--- config.mk ---
export PLATFORM = sky130hd
export DESIGN_NAME = intdiv_ctrl_flat
export DESIGN_NICKNAME = d
export VERILOG_FILES = /design/src/rtl/intdiv_pkg.sv /design/src/rtl/intdiv_ctrl_if.sv /design/src/rtl/intdiv_step.sv /design/src/rtl/intdiv_ctrl.sv /design/src/flat_wrapper.sv
export SDC_FILE = /design/constraint.sdc
export NUM_CORES = 1
export LEC_CHECK = 0
export BUFFER_PORTS_ARGS = -buffer_cell sky130_fd_sc_hd__buf_2
export CELL_PAD_IN_SITES_DETAIL_PLACEMENT = 1
export CELL_PAD_IN_SITES_GLOBAL_PLACEMENT = 1
export CORE_MARGIN = 2
export CORE_UTILIZATION = 37
export DETAILED_ROUTE_END_ITERATION = 10
export GPL_ROUTABILITY_DRIVEN = 0
export PLACE_DENSITY_LB_ADDON = 0.25
export SKIP_LAST_GASP = 1
export SYNTH_ARGS = -nofsm -noshare
export SYNTH_HDL_FRONTEND = slang
export SYNTH_SLANG_ARGS = --single-unit
--- constraint.sdc ---
create_clock -name clk -period 7 [get_ports clk]
set_clock_uncertainty 0.05 [all_clocks]
set_input_delay 1.4 -clock clk [delete_from_list [all_inputs] [get_ports clk]]
set_output_delay 1.4 -clock clk [all_outputs]
set_load 0.01 [all_outputs]
--- src/rtl/intdiv_pkg.sv ---
// intdiv_pkg: shared SD2 digit, sign and FSM state encodings for the radix-2 non-restoring divider.
package intdiv_pkg;
    typedef enum logic [1:0] {
        ZERO   = 2'b00,
        POS1_1 = 2'b01,
        POS1_2 = 2'b10,
        NEG1   = 2'b11
    } sd2_t;
    localparam logic NEGATIVE = 1'b1;
    localparam logic POSITIVE = 1'b0;
    typedef enum logic [2:0] {IDLE, ITER, CORR, FIX, DONE} state_t;
endpackage

--- src/rtl/intdiv_ctrl_if.sv ---
// intdiv_ctrl_if: issue/result handshake and SD2 digit stream of the divider controller.
interface intdiv_ctrl_if #(parameter int W = 8);
    logic         start;
    logic [W-1:0] dividend;
    logic [W-1:0] divisor;
    logic         ready;
    logic [W-1:0] quot;
    logic [W-1:0] rem;
    logic         div_by_zero;
    logic         valid;
    logic         out_ready;
    logic [1:0]   q_digit;
    logic         q_digit_vld;
    logic         rem_sign;
    modport master (output start, dividend, divisor, out_ready,
                    input ready, quot, rem, div_by_zero, valid, q_digit, q_digit_vld, rem_sign);
    modport slave  (input start, dividend, divisor, out_ready,
                    output ready, quot, rem, div_by_zero, valid, q_digit, q_digit_vld, rem_sign);
endinterface

--- src/rtl/intdiv_step.sv ---
// intdiv_step: one combinational non-restoring iteration on the W+1 bit signed partial remainder.
module intdiv_step import intdiv_pkg::*; #(parameter int W = 8) (
    input  logic [W:0]   i_r,
    input  logic         i_a,
    input  logic [W-1:0] i_d,
    input  logic         i_sign,
    output logic [W:0]   o_r,
    output logic         o_q,
    output logic [1:0]   o_digit
);
    logic [W:0] w_sh;
    logic [W:0] w_d;
    always_comb begin
        w_sh    = {i_r[W-1:0], i_a};
        w_d     = {1'b0, i_d};
        o_r     = (i_sign == NEGATIVE) ? w_sh + w_d : w_sh - w_d;
        o_q     = ~o_r[W];
        o_digit = (i_sign == NEGATIVE) ? NEG1 : POS1_1;
    end
endmodule

--- src/rtl/intdiv_ctrl.sv ---
// intdiv_ctrl: iterative radix-2 non-restoring divider controller with SD2 digit output.
// Optional INTDIV_CTRL_SIGNED_EN: two's complement operands, truncating division via an extra FIX state.
module intdiv_ctrl import intdiv_pkg::*; #(parameter int W = 8) (
    input logic         clk,
    input logic         rst_n,
    intdiv_ctrl_if.slave bus
);
    localparam int CW = (W > 2) ? $clog2(W) : 1;
`ifdef INTDIV_CTRL_SIGNED_EN
    localparam state_t S_AFTER_CORR = FIX;
`else
    localparam state_t S_AFTER_CORR = DONE;
`endif
    state_t        r_state, w_next;
    logic [W:0]    r_r, w_r;
    logic [W-1:0]  r_a, r_d, r_q, r_quot, r_rem, w_ua, w_ud;
    logic [CW-1:0] r_i;
    logic          r_sign, r_dbz, w_qbit;
    logic [1:0]    w_digit;
`ifdef INTDIV_CTRL_SIGNED_EN
    logic          r_sa, r_sd;
    assign w_ua = bus.dividend[W-1] ? -bus.dividend : bus.dividend;
    assign w_ud = bus.divisor[W-1] ? -bus.divisor : bus.divisor;
`else
    assign w_ua = bus.dividend;
    assign w_ud = bus.divisor;
`endif

    intdiv_step #(.W(W)) u_step (
        .i_r(r_r), .i_a(r_a[W-1]), .i_d(r_d), .i_sign(r_sign),
        .o_r(w_r), .o_q(w_qbit), .o_digit(w_digit)
    );

    always_ff @(posedge clk or negedge rst_n)
        if (!rst_n) r_state <= IDLE;
        else        r_state <= w_next;

    always_comb begin
        w_next = r_state;
        case (r_state)
            IDLE:    if (bus.start) w_next = (bus.divisor == '0) ? DONE : ITER;
            ITER:    if (r_i == '0) w_next = CORR;
            CORR:    w_next = S_AFTER_CORR;
            FIX:     w_next = DONE;
            DONE:    if (bus.out_ready) w_next = IDLE;
            default: w_next = IDLE;
        endcase
    end

    always_ff @(posedge clk or negedge rst_n)
        if (!rst_n) begin
            r_r    <= '0;
            r_a    <= '0;
            r_d    <= '0;
            r_q    <= '0;
            r_i    <= '0;
            r_sign <= POSITIVE;
            r_quot <= '0;
            r_rem  <= '0;
            r_dbz  <= 1'b0;
`ifdef INTDIV_CTRL_SIGNED_EN
            r_sa   <= 1'b0;
            r_sd   <= 1'b0;
`endif
        end else begin
            case (r_state)
                IDLE: if (bus.start) begin
                    r_a    <= w_ua;
                    r_d    <= w_ud;
                    r_r    <= '0;
                    r_i    <= CW'(W - 1);
                    r_sign <= POSITIVE;
`ifdef INTDIV_CTRL_SIGNED_EN
                    r_sa   <= bus.dividend[W-1];
                    r_sd   <= bus.divisor[W-1];
`endif
                    if (bus.divisor == '0) begin
                        r_quot <= '1;
                        r_rem  <= bus.dividend;
                        r_dbz  <= 1'b1;
                    end
                end
                ITER: begin
                    r_r    <= w_r;
                    r_a    <= r_a << 1;
                    r_q    <= {r_q[W-2:0], w_qbit};
                    r_sign <= w_r[W];
                    r_i    <= r_i - 1'b1;
                end
                CORR: begin
                    r_quot <= r_q;
                    r_rem  <= r_r[W] ? r_r[W-1:0] + r_d : r_r[W-1:0];
                    r_dbz  <= 1'b0;
                end
`ifdef INTDIV_CTRL_SIGNED_EN
                FIX: begin
                    r_quot <= (r_sa ^ r_sd) ? -r_quot : r_quot;
                    r_rem  <= r_sa ? -r_rem : r_rem;
                end
`endif
                default: ;
            endcase
        end

    // ready is masked by rst_n so it reads 0 for the whole reset window
    assign bus.ready       = rst_n && (r_state == IDLE);
    assign bus.valid       = (r_state == DONE);
    assign bus.quot        = r_quot;
    assign bus.rem         = r_rem;
    assign bus.div_by_zero = r_dbz;
    assign bus.q_digit     = (r_state == ITER) ? w_digit : ZERO;
    assign bus.q_digit_vld = (r_state == ITER);
    assign bus.rem_sign    = r_sign;
endmodule

--- src/flat_wrapper.sv ---
// flat-port wrapper written by rule: the top's interface ports become plain ports
module intdiv_ctrl_flat import intdiv_pkg::*;
#(parameter int W = 8)
  (clk, rst_n, bus_start, bus_dividend, bus_divisor, bus_out_ready, bus_ready, bus_quot, bus_rem, bus_div_by_zero, bus_valid, bus_q_digit, bus_q_digit_vld, bus_rem_sign);
  intdiv_ctrl_if #(.W(W)) bus_i ();
  input logic clk;
  input logic rst_n;
  input wire logic [$bits(bus_i.start)-1:0] bus_start;
  input wire logic [$bits(bus_i.dividend)-1:0] bus_dividend;
  input wire logic [$bits(bus_i.divisor)-1:0] bus_divisor;
  input wire logic [$bits(bus_i.out_ready)-1:0] bus_out_ready;
  output wire logic [$bits(bus_i.ready)-1:0] bus_ready;
  output wire logic [$bits(bus_i.quot)-1:0] bus_quot;
  output wire logic [$bits(bus_i.rem)-1:0] bus_rem;
  output wire logic [$bits(bus_i.div_by_zero)-1:0] bus_div_by_zero;
  output wire logic [$bits(bus_i.valid)-1:0] bus_valid;
  output wire logic [$bits(bus_i.q_digit)-1:0] bus_q_digit;
  output wire logic [$bits(bus_i.q_digit_vld)-1:0] bus_q_digit_vld;
  output wire logic [$bits(bus_i.rem_sign)-1:0] bus_rem_sign;
  assign bus_i.start = bus_start;
  assign bus_i.dividend = bus_dividend;
  assign bus_i.divisor = bus_divisor;
  assign bus_i.out_ready = bus_out_ready;
  assign bus_ready = bus_i.ready;
  assign bus_quot = bus_i.quot;
  assign bus_rem = bus_i.rem;
  assign bus_div_by_zero = bus_i.div_by_zero;
  assign bus_valid = bus_i.valid;
  assign bus_q_digit = bus_i.q_digit;
  assign bus_q_digit_vld = bus_i.q_digit_vld;
  assign bus_rem_sign = bus_i.rem_sign;
  intdiv_ctrl #(.W(W)) u_core (.clk(clk), .rst_n(rst_n), .bus(bus_i));
endmodule
==> impl_metrics.toml <==
[hold_path]
hold_path_class = "reg2reg"
whs_endpoint = "u_core.r_i[0]"
hold_start = "u_core.r_i[0]"
min_delay_path_depth = 1

[drt]
wl_um = 8290
drt_iter0_drc = 93
avgViaCountPerCell = 5.44
wl_per_cell_um = 17.7
num_vias = 2552
drt_drc_violations_left = 0
first_pass_iters = 4
ant_nets = 0

[status]
status = "completed"

[cts]
hold_buffers = 0
cts_root_buffer = "clkbuf_8"
post_cts_resized = 0
postCtsSetupRepairBufs = 0
cts.clk_slew.worst_paths_ns = 0.12
clk_path_buf_depth = 2
cts_sinks = 56
cts.htree.levels = 2
clk_latency_ns = 0.32
cts_tree = "built"
numCtsBuffers = 5

[worst_setup_path]
r2r_slack_ns = 3.88
worstSetupStartpoint = "rst_n"
worstRegToRegCells = 9
crit_fanout = 57
cp.arrival_ns = 2.55
regToRegEndpoint = "u_core.bus.rem_sign"
cpMaxStageDelayCell = "buf_4"
critPathRequiredTime_ns = 5.55
cpPeakStageDelay_ns = 0.57
timing_worst_setup_path_type = "in2out"
r2r_start = "u_core.r_d[3]"
crit_top_cell = "buf_2"
end_kind = "output port"
cp_cell_sequence = "buf_2 > buf_4 > nor4b_1 > buf_2"
setup.worst_path.start_class = "input pin"

[place]
post_dp_cell_area_sq_um = 3500
dp_cells = 461
port_buffers = 42
dp_hpwl_um = 5950

[grt]
grt_util_met2 = 0.295
gr-total-overflow = 0
grt_pass1_vias = 2671
antenna_found_initial = 0
grt_max_degree = 58
grt_use_met1 = 0.270
grt.total_usage = 0.186
use_met3 = 0.0245
top_usage_layer = "met2"
grt_first_pass_wirelength_um = 14200

[finish]
layoutNonFillerInstCount = 469
drive_gt1_frac = 0.173
fillCellCount = 956
fin_nets = 403
final_cell_mix = "dfrtp_1 (56), nand2_1 (45), buf_2 (42), ha_1 (18)"
syn_to_final_growth_pct = 12.1
stdcell_area_sq_um = 3590
layout_commonest_cell = "dfrtp_1"
antenna-diode-count = 0

[synth]
ys_warn_count = 0
synth_seq_cells = 56
yosys.area.top_type = "dfrtp_1"
yosysUniqueCellTypes = 52
synth_seq_area_share = 0.437
async_flop_share = 1.00
synth_area_leaders = "dfrtp_1 (44%), ha_1 (7.0%), nand2_1 (5.3%)"
synthesis.area_sq_um = 3210
ys.flop_type = "dfrtp_1"
syn_avg_cell_area_sq_um = 9.81
yosys.area.top_type_share = 0.437
synth_cells = 327
syn_nets = 367
synth_edf_count = 0

[power]
power_leakage_nw = 1.69
peakVddDrop_mv = 0.243
powerDensity_nw_per_um2 = 569
total_power_mw = 2.04

[sta]
worst_slew_pin_slew_ns = 0.893
min_period_ns = 4.00
maxSlewViolCount = 0
hold_violations = 0
maxClockFrequency_ghz = 0.250
slew_headroom = 0.404
setup_viol = 0
fin_hold_ws_ns = 0.440
layout_worst_path_cycle_share = 0.571
finalSetupTns_ns = 0
rsz0062_at_grt = "no"

[floorplan]
dieArea_sq_um = 9430
die_y_um = 97.1
core.rowCount = 33
pin_count = 43
start_util = 0.386
core-area_sq_um = 8300
die_x_um = 97.1

[job]
drv_cap = 0
[registers in the layout (all words and copies together), names as in the netlist]
register	flops
u_core.bus.rem	8
u_core.r_d	8
u_core.r_q	8
u_core.r_a	8
u_core.r_state	3
u_core.r_r	8
u_core.bus.rem_sign	1
u_core.bus.div_by_zero	1
u_core.bus.quot	8
u_core.r_i	3
[cell families (layout without fill, tap and decap cells)]
kind of cell / Yosys count / after routing / synth area share
multiplexers: 20 / 20 / 0.0648
flip-flops: 56 / 56 / 0.437
buffers and inverters: 30 / 67 / 0.0382
adder cells (fa/ha/maj): 20 / 20 / 0.0827
AND/OR/NAND/NOR: 105 / 105 / 0.168
AO/OA/AOI/OAI: 83 / 83 / 0.174
XOR/XNOR: 13 / 13 / 0.0355
[stage by stage]
step / util / setup slack, ns
floorplan: - / 3.73
global placement: 0.421 / 2.98
finish: 0.433 / 3.00
detailed placement: 0.421 / 2.95
global route: 0.433 / 2.77
CTS: 0.433 / 2.95
[how the worst max path moves through the flow]
stage / endpoint / slack [ns]
after floorplan: bus_ready / 3.73
after global placement: bus_ready / 2.98
after detailed placement: bus_ready / 2.95
after CTS: bus_ready / 2.95
after global routing: bus_ready / 2.77
final: bus_ready / 3.00
[synthesized netlist by cell type (2+ instances only)]
cell type,n
dfrtp_1,56
nand2_1,45
ha_1,18
a21oi_1,16
nor2_1,16
inv_1,14
mux2i_1,14
o21ai_0,14
clkbuf_1,8
nor3_1,8
nor3b_1,8
o22a_1,8
nand3_1,7
o21ai_1,7
xnor2_1,7
mux2_2,6
xor2_1,6
a21o_1,5
buf_2,5
a22oi_1,4
nor2b_1,4
o21a_1,4
a22o_1,3
nor4b_1,3
o211ai_1,3
or3_1,3
or4_1,3
a2111oi_0,2
a211oi_1,2
a31oi_1,2
and3_1,2
fa_1,2
o22ai_1,2
o31ai_1,2
[power by group]
| group | total, mW | switching [mW] | leakage (nW) | internal [mW] |
|---|---|---|---|---|
| clock | 0.195 | 0.121 | 0.0463 | 0.0739 |
| combinational | 1.20 | 0.658 | 0.953 | 0.542 |
| sequential | 0.649 | 0.174 | 0.692 | 0.476 |
| total | 2.04 | 0.952 | 1.69 | 1.09 |
[routing by layer]
metal / share of wire / vias to the layer above / routed length, um
li1: - / 1246 / -
met1: 0.49 / 1266 / 4090
met2: 0.47 / 36 / 3890
met3: 0.029 / 4 / 239
met4: 0.0082 / 0 / 68
met5: 0 / - / 0
[final cells by class]
type	instances	area, sq um	share of cell area
timing repair buffer	44	225	0.0627
tap	105	131	0.0366
multi-input combinational	241	1680	0.468
clock buffer	5	68.8	0.0192
sequential	56	1400	0.390
inverter	15	56.3	0.0157
clock inverter	3	27.5	0.00766
[worst max-delay path, delay by kind of cell]
family,cells,cell delay (ns)
buffers and inverters,3,0.82
and+or+nand+nor,1,0.30
(Power assumes the default switching activity.)
